`src/rtl/debounce_pkg.sv`:
```
// Shared types and defaults for the switch debouncer and its users.
// Latency: n/a (types and constants only).
// Backpressure: n/a.
package debounce_pkg;

   // Gray-ordered so every legal transition flips exactly one state bit
   typedef enum logic [1:0] {
      LOW      = 2'b00,
      CHK_HIGH = 2'b01,
      HIGH     = 2'b11,
      CHK_LOW  = 2'b10
   } db_state_t;

   // Consecutive synchronised samples needed before the level is accepted
   localparam int DEFAULT_STABLE_CYCLES = 4;

   // Counter width; must hold STABLE_CYCLES-1
   localparam int DEFAULT_CNT_W = 8;

endpackage

```
`src/rtl/sync_2ff.sv`:
```
// Two-flop synchroniser bringing an asynchronous level into the clock domain.
// Latency: 2 rising edges from input change to q.
// Backpressure: none; samples d on every edge.
module sync_2ff #(
   parameter int WIDTH = 1
) (
   input  logic             clock,
   input  logic             reset,
   input  logic [WIDTH-1:0] d,
   output logic [WIDTH-1:0] q
);

   logic [WIDTH-1:0] s1;

   // First stage may go metastable; second stage gives it a full cycle to settle
   always_ff @(posedge clock or negedge reset) begin
      if (!reset) begin
         s1 <= '0;
         q  <= '0;
      end else begin
         s1 <= d;
         q  <= s1;
      end
   end

endmodule

```
`src/rtl/input_debouncer.sv`:
```
// Debounces a raw switch level into A plus one-cycle rise/fall pulses.
// Latency: A changes STABLE_CYCLES+1 edges after raw_in is first sampled.
// Backpressure: none; samples raw_in every cycle, outputs are always valid.
module input_debouncer
   import debounce_pkg::*;
#(
   parameter int STABLE_CYCLES = DEFAULT_STABLE_CYCLES,
   parameter int CNT_W         = DEFAULT_CNT_W
) (
   input  logic clock,
   input  logic reset,
   input  logic raw_in,
   output logic A,
   output logic rise,
   output logic fall
);

   localparam logic [CNT_W-1:0] CNT_ONE  = CNT_W'(1);
   localparam logic [CNT_W-1:0] CNT_LAST = CNT_W'(STABLE_CYCLES - 1);

   logic             s2;
   db_state_t        state;
   logic [CNT_W-1:0] cnt;

   sync_2ff #(
      .WIDTH (1)
   ) u_sync (
      .clock (clock),
      .reset (reset),
      .d     (raw_in),
      .q     (s2)
   );

   // Candidate level must be seen on STABLE_CYCLES consecutive samples; any
   // disagreeing sample aborts the check and the next one restarts at cnt=1
   always_ff @(posedge clock or negedge reset) begin
      if (!reset) begin
         state <= LOW;
         cnt   <= '0;
         A     <= 1'b0;
         rise  <= 1'b0;
         fall  <= 1'b0;
      end else begin
         rise <= 1'b0;
         fall <= 1'b0;
         case (state)
            LOW: begin
               if (s2) begin
                  state <= CHK_HIGH;
                  cnt   <= CNT_ONE;
               end
            end
            CHK_HIGH: begin
               if (!s2) begin
                  state <= LOW;
                  cnt   <= '0;
               end else if (cnt == CNT_LAST) begin
                  state <= HIGH;
                  cnt   <= '0;
                  A     <= 1'b1;
                  rise  <= 1'b1;
               end else begin
                  cnt <= cnt + CNT_ONE;
               end
            end
            HIGH: begin
               if (!s2) begin
                  state <= CHK_LOW;
                  cnt   <= CNT_ONE;
               end
            end
            CHK_LOW: begin
               if (s2) begin
                  state <= HIGH;
                  cnt   <= '0;
               end else if (cnt == CNT_LAST) begin
                  state <= LOW;
                  cnt   <= '0;
                  A     <= 1'b0;
                  fall  <= 1'b1;
               end else begin
                  cnt <= cnt + CNT_ONE;
               end
            end
            default: begin
               state <= LOW;
               cnt   <= '0;
               A     <= 1'b0;
            end
         endcase
      end
   end

endmodule
```
`config.mk`:
```
export PLATFORM = sky130hd
export DESIGN_NAME = input_debouncer
export DESIGN_NICKNAME = d
export VERILOG_FILES = /design/src/rtl/debounce_pkg.sv /design/src/rtl/sync_2ff.sv /design/src/rtl/input_debouncer.sv
export SDC_FILE = /design/constraint.sdc
export NUM_CORES = 1
export LEC_CHECK = 0
export ABC_AREA = 1
export ABC_CLOCK_PERIOD_IN_PS = 2500
export CAP_MARGIN = 15
export CORE_AREA = 2 2 47 49
export DETAILED_ROUTE_END_ITERATION = 16
export DIE_AREA = 0 0 49 51
export HOLD_SLACK_MARGIN = 0.08
export PLACE_DENSITY = 0.66
export SKIP_LAST_GASP = 1
export SYNTH_ARGS = -nofsm -noshare
export SYNTH_HDL_FRONTEND = slang
export SYNTH_SLANG_ARGS = --single-unit
```
`constraint.sdc`:
```
create_clock -name clock -period 2.5 [get_ports clock]
set_input_delay 0.5 -clock clock [delete_from_list [all_inputs] [get_ports clock]]
set_output_delay 0.5 -clock clock [all_outputs]
set_load 0.02 [all_outputs]
```
==> results of run 1 <==
==> path summary, 6_finish.rpt <==
path | slack (ps) | to | depth (start not counted)
min in group asynchronous | 640 | cnt[6] | 1
worst max-delay path | 790 | A | 1
worst max register to register | 1010 | cnt[7] | 6
worst min register to register | 370 | u_sync.q | 0
max in group asynchronous | 1410 | state[0] | 1
worst min-delay path | 370 | u_sync.q | 0
==> sequential cells by signal (all words and copies together), names as in the netlist <==
name and cells:
state 2, u_sync.q 1, fall 1, A 1, rise 1, u_sync.s1 1
cnt 8
==> layer usage <==
metal  wire length (um)  track usage [%]
met4                 33             8.57
met2                890             28.5
met3                 35             1.75
met5                  0                0
met1                833             19.0
==> cell families after synthesis <==
logic type | count (synthesis) | share of synthesized area (%)
simple gates | 73 | 37.6
buf+inv | 15 | 6.02
flops | 15 | 40.2
compound gates | 8 | 6.29
fa+ha+maj | 6 | 8.03
xor+xnor | 2 | 1.87
==> power by group <==
group	total, W	switching, W	internal (W)	leakage [nW]
Clock	0.000135	0.0000732	0.0000618	0.0150
Sequential	0.000321	0.0000387	0.000282	0.194
Combinational	0.000522	0.000344	0.000178	0.294
Total	0.000978	0.000456	0.000522	0.503
==> area by class of cell <==
| class | count | area (um^2) | area share [%] |
|---|---|---|---|
| sequential | 15 | 375 | 35.9 |
| inverter | 15 | 56.3 | 5.38 |
| multi-input combinational | 89 | 503 | 48.1 |
| tap | 28 | 35.0 | 3.35 |
| clock buffer | 4 | 26.3 | 2.51 |
| timing repair buffer | 5 | 50.0 | 4.78 |
==> cell usage in the layout, fill, tap and decap left out <==
cell             count
clkbuf_4             3
xor2_1               2
nand3_1             12
inv_2                1
nor2_1              11
o21ai_0              3
o21ai_2              2
ha_1                 6
nor2_4               2
nor2_2               2
clkdlybuf4s50_1      5
nand2_4              5
nand2_1             39
clkbuf_1             1
nand2_2              2
a21oi_1              2
o21ai_4              1
inv_1               14
dfrtp_1             15
==> per-stage QoR <==
stage	setup WS [ps]	power, W	hold slack [ps]	area, um^2
4_1_cts	770	0.000982	372	1050
3_5_place_dp	1040	0.000844	350	1020
5_1_grt	724	0.00105	374	1050
6_report	785	0.000978	366	1050
3_3_place_gp	1090	0.000821	345	1020
2_1_floorplan	1220	0.000723	204	935
==> results.sh, run 1 <==
export IMPL_dp_hpwl_um=1410
export IMPL_cp_start_kind="register"
export IMPL_fp_row_count=17
export IMPL_crit_type="register to output port"
export IMPL_cp_data_arrival_time_ps=1210
export IMPL_cp_required_ps=2000
export IMPL_htreeDepth=1
export IMPL_crit_path_top_delay_cell="clkdlybuf4s50_1"
export IMPL_viasPerCell=4.83
export IMPL_grt_pass1_vias=705
export IMPL_tns_ps=0
export IMPL_fmax_ghz=0.583
export IMPL_synth_top_area_share_pct=40.2
export IMPL_synth_distinct_cells=16
export IMPL_timing_rr_start="state[0]"
export IMPL_synthTopCellsByCount="39 x nand2_1, 15 x dfrtp_1, 14 x inv_1"
export IMPL_dp_cells=152
export IMPL_diodes=0
export IMPL_path_buf_inv=1
export IMPL_fin_nets=138
export IMPL_yosysSeqAreaShare_pct=40.2
export IMPL_cpLargestDelayFamily="buffers and inverters"
export IMPL_worstPathCellList="clkdlybuf4s50_1"
export IMPL_nFillCells=204
export IMPL_fin_skew_ps=2.66
export IMPL_clkSlewWorstSetupHoldPaths_ps=90
export IMPL_grtUsageTotal_pct=16.0
export IMPL_dr_pass1_iters=4
export IMPL_rsz0062_at_grt="false"
export IMPL_outcome="finished, final reports clean"
export IMPL_grt_pass1_wl_um=2990
export IMPL_drc=0
export IMPL_cts_sinks=15
export IMPL_crit_path_max_incr_delay_ps=600
export IMPL_area_growth_pct=11.9
export IMPL_fin_util_pct=50.7
export IMPL_grt_start_max_net_pins=16
export IMPL_postCtsSetupRepairBufs=0
export IMPL_startpoint="A"
export IMPL_synth_edff_count=0
export IMPL_gp_congestion=0.887
export IMPL_synthTopCellsByArea="dfrtp_1 40%, nand2_1 16%, ha_1 8.0%"
export IMPL_cp_end_kind="output port"
export IMPL_grt_ovfl_total=0
export IMPL_clkLatencyLatePin_ps=280
export IMPL_die_area_um2=2500
export IMPL_hold_violations=0
export IMPL_yosys_warnings=0
export IMPL_ctsHoldBuffers=0
export IMPL_synthFlopType="dfrtp_1"
export IMPL_cts_buffers=3
export IMPL_yosys_area_top_type="dfrtp_1"
export IMPL_synth_most_common_cell="nand2_1"
export IMPL_synthCells=119
export IMPL_path_max_fanout=2
export IMPL_post_route_period_util_pct=68.6
export IMPL_drtAntennaViolNets=0
export IMPL_port_buffers=5
export IMPL_maxSlewHeadroom_pct=52.9
export IMPL_post_cts_resized=0
export IMPL_tritoncts="built"
export IMPL_die_h_um=51
export IMPL_boundaryPins=6
export IMPL_cts_root_buf="clkbuf_4"
export IMPL_vias=753
export IMPL_p_leak_nw=0.503
export IMPL_routed_wirelength_um=1790
export IMPL_initial_core_util_pct=45.3
export IMPL_drv_slew=0
export IMPL_finalSetupViolations=0
export IMPL_fin_crit_ps=1710
export IMPL_postSynthAreaPerCell_um2=7.85
export IMPL_max_cap_violations=0
export IMPL_worstMarginPinSlew_ps=704
export IMPL_stdcell_count=156
export IMPL_drtIter0Drc=22
export IMPL_async_reset_ff_share_pct=100
export IMPL_drive_gt1_share_pct=14.1
export IMPL_wl_per_cell_um=11.5
export IMPL_irDropWorstVdd_mv=0.605
export IMPL_hold_path_startpoint="u_sync.s1"
export IMPL_die_x_um=49
export IMPL_power_density_nw_per_um2=935
export IMPL_hold_path_class="register to register"
export IMPL_core_um2=2060
export IMPL_syn_cell_area_um2=935
export IMPL_clockBufferDepth=2
export IMPL_ys_seq_elements=15
export IMPL_syn_nets=128
export IMPL_antenna_found_initial=0
Power figures use the tool's default switching activity.
==> inputs of run 2 (changes only) <==
Settings changed: ABC_CLOCK_PERIOD_IN_PS 2500 to 1400, PLACE_DENSITY 0.66 to 0.68.
Clock period 2.5 ns to 1.4 ns, I/O delays scaled along.
==> run 2 against run 1 <==
Net effect: the flow now finishes with violations (negative setup slack); largest cell class unchanged; die area did not move; register-to-register slack got worse by 1000 ps; largest power group unchanged; cell count rose by 7.1%; sequential share of layout area fell by 3.6 points; highest routed layer unchanged; routed wire length rose by 12%.
==> results.sh, run 2 (synthesis results as in run 1) <==
export IMPL_violations="negative setup slack"
export IMPL_drc=0
export IMPL_clockBufferDepth=2
export IMPL_hold_violations=0
export IMPL_cp_required_ps=1620
export IMPL_path_max_fanout=4
export IMPL_swShare_pct=44.2
export IMPL_htreeDepth=1
export IMPL_grt_pass1_vias=781
export IMPL_tritoncts="built"
export IMPL_core_um2=2060
export IMPL_vias=811
export IMPL_placed_area_um2=1060
export IMPL_nFillCells=216
export IMPL_wl_per_cell_um=12.0
export IMPL_final_common_cell="nand2_1"
export IMPL_fin_nets=149
export IMPL_drv_slew=0
export IMPL_largest_register="cnt"
export IMPL_finalSetupViolations=1
export IMPL_layout_common_cells="38 x nand2_1, 14 x dfrtp_1, 12 x nand3_1, 11 x inv_1, 11 x buf_4"
export IMPL_internal_power_w=0.00111
export IMPL_crit_path_max_incr_delay_ps=430
export IMPL_max_cap_violations=0
export IMPL_cp_start_kind="register"
export IMPL_fin_util_pct=56.5
export IMPL_cp_data_arrival_time_ps=1620
export IMPL_crit_path_top_delay_cell="dfrtp_1"
export IMPL_power_density_nw_per_um2=1710
export IMPL_postLayoutCellArea_um2=1160
export IMPL_viasPerCell=4.86
export IMPL_grt_ovfl_total=0
export IMPL_top_regs="cnt x8, state x2"
export IMPL_port_buffers=5
export IMPL_hold_path_class="primary input to asynchronous set/reset pin"
export IMPL_power_clock_fraction_pct=12.1
export IMPL_fp_row_count=17
export IMPL_cp_end_kind="register"
export IMPL_drive_gt1_share_pct=29.5
export IMPL_routed_wirelength_um=2000
export IMPL_clkLatencyLatePin_ps=280
export IMPL_power_w=0.00199
export IMPL_cpLargestDelayFamily="flip-flops"
export IMPL_p_leak_nw=0.562
export IMPL_combPwrFrac_pct=59.3
export IMPL_maxSlewHeadroom_pct=84.0
export IMPL_die_x_um=49
export IMPL_die_h_um=51
export IMPL_boundaryPins=6
export IMPL_cts_sinks=15
export IMPL_dr_pass1_iters=4
export IMPL_grt_pass1_wl_um=3260
export IMPL_diodes=0
export IMPL_dp_hpwl_um=1480
export IMPL_switchingPower_w=0.000881
export IMPL_crit_top_cell="inv_2"
export IMPL_gp_congestion=0.896
export IMPL_die_area_um2=2500
export IMPL_irDropWorstVdd_mv=1.06
export IMPL_antenna_found_initial=0
export IMPL_worst_slack_ps=-1.50
export IMPL_fin_crit_ps=1400
export IMPL_fin_skew_ps=5.76
export IMPL_grtUsageTotal_pct=17.5
export IMPL_cts_buffers=3
export IMPL_clkSlewWorstSetupHoldPaths_ps=90
export IMPL_initial_core_util_pct=45.3
export IMPL_drtAntennaViolNets=0
export IMPL_fmax_ghz=0.714
export IMPL_worstMarginPinSlew_ps=240
export IMPL_outcome="finished, violations left"
export IMPL_worstPathCellList="inv_2 > ha_4 > inv_2 > o21ai_4 > buf_4 > nand3_1 > a21oi_1"
export IMPL_grt_start_max_net_pins=16
export IMPL_drtIter0Drc=17
export IMPL_crit_type="register to register"
export IMPL_post_route_period_util_pct=100
export IMPL_path_buf_inv=3
export IMPL_area_growth_pct=24.6
export IMPL_rsz0062_at_grt="true"
export IMPL_largest_reg_flops=8
export IMPL_cts_root_buf="clkbuf_4"
export IMPL_seq_power_share_pct=28.6
[run 2: path summary, 6_finish.rpt]
check	startpoint	to	slack [ps]	cells after the start
min reg2reg	u_sync.s1	u_sync.q	370	0
max reg2reg	state[1]	cnt[0]	-2	7
max in group asynchronous	reset	state[0]	900	2
max	state[1]	cnt[0]	-2	7
min in group clock	u_sync.s1	u_sync.q	370	0
min	reset	cnt[6]	310	2
[run 2: worst reg2reg max path: cells and delay by family, from the launching register on]
family | cells | cell delay [ps]
and+or+nand+nor | 1 | 80
DFF | 1 | 430
adders and majority gates | 1 | 150
buffers and inverters | 3 | 340
AOI/OAI and AO/OA | 2 | 340
[run 2: stage by stage]
step	hold WS, ps	setup TNS [ps]	cells	worst slack, ps
floorplan	-15.6	0	119	117
global placement	342	0	157	67.7
detailed placement	358	-32.8	157	-24.3
CTS	301	0	161	0.167
global route	299	-254	167	-58.3
finish	305	-1.50	167	-1.50
[run 2: per-layer routing]
metal  GRT usage (%)  wire, um  vias up
met5               0         0        -
met4            11.4        49        0
met3            1.75        47        4
met2            33.1      1130       12
met1            18.7       775      387
li1                -         -      408
[run 2: cell type report]
cell class              count  area, um^2  area share (%)
well taps                  28        35.0            3.01
clock buffers               3        22.5            1.93
inverters                  15        56.3            4.83
repair buffers             16         129            11.1
clock inverters             1        5.00           0.430
multi-input cells          89         541            46.4
flip-flops and latches     15         377            32.3
[run 2: what timing repair did]
action                                  in CTS  in global routing
buffers inserted                             0                  6
pin swaps                                    0                  2
resized for setup                            5                 10
endpoints found under the setup margin       6                 11
hold buffers                                 0                  0
[run 2: power groups by stage]
stage | sequential, W | combinational, W | clock [W]
finish | 0.000570 | 0.00118 | 0.000241
global route | 0.000580 | 0.00131 | 0.000280
CTS | 0.000565 | 0.00102 | 0.000252
detailed placement | 0.000572 | 0.000966 | 0
global placement | 0.000562 | 0.000934 | 0
floorplan | 0.000575 | 0.000717 | 0
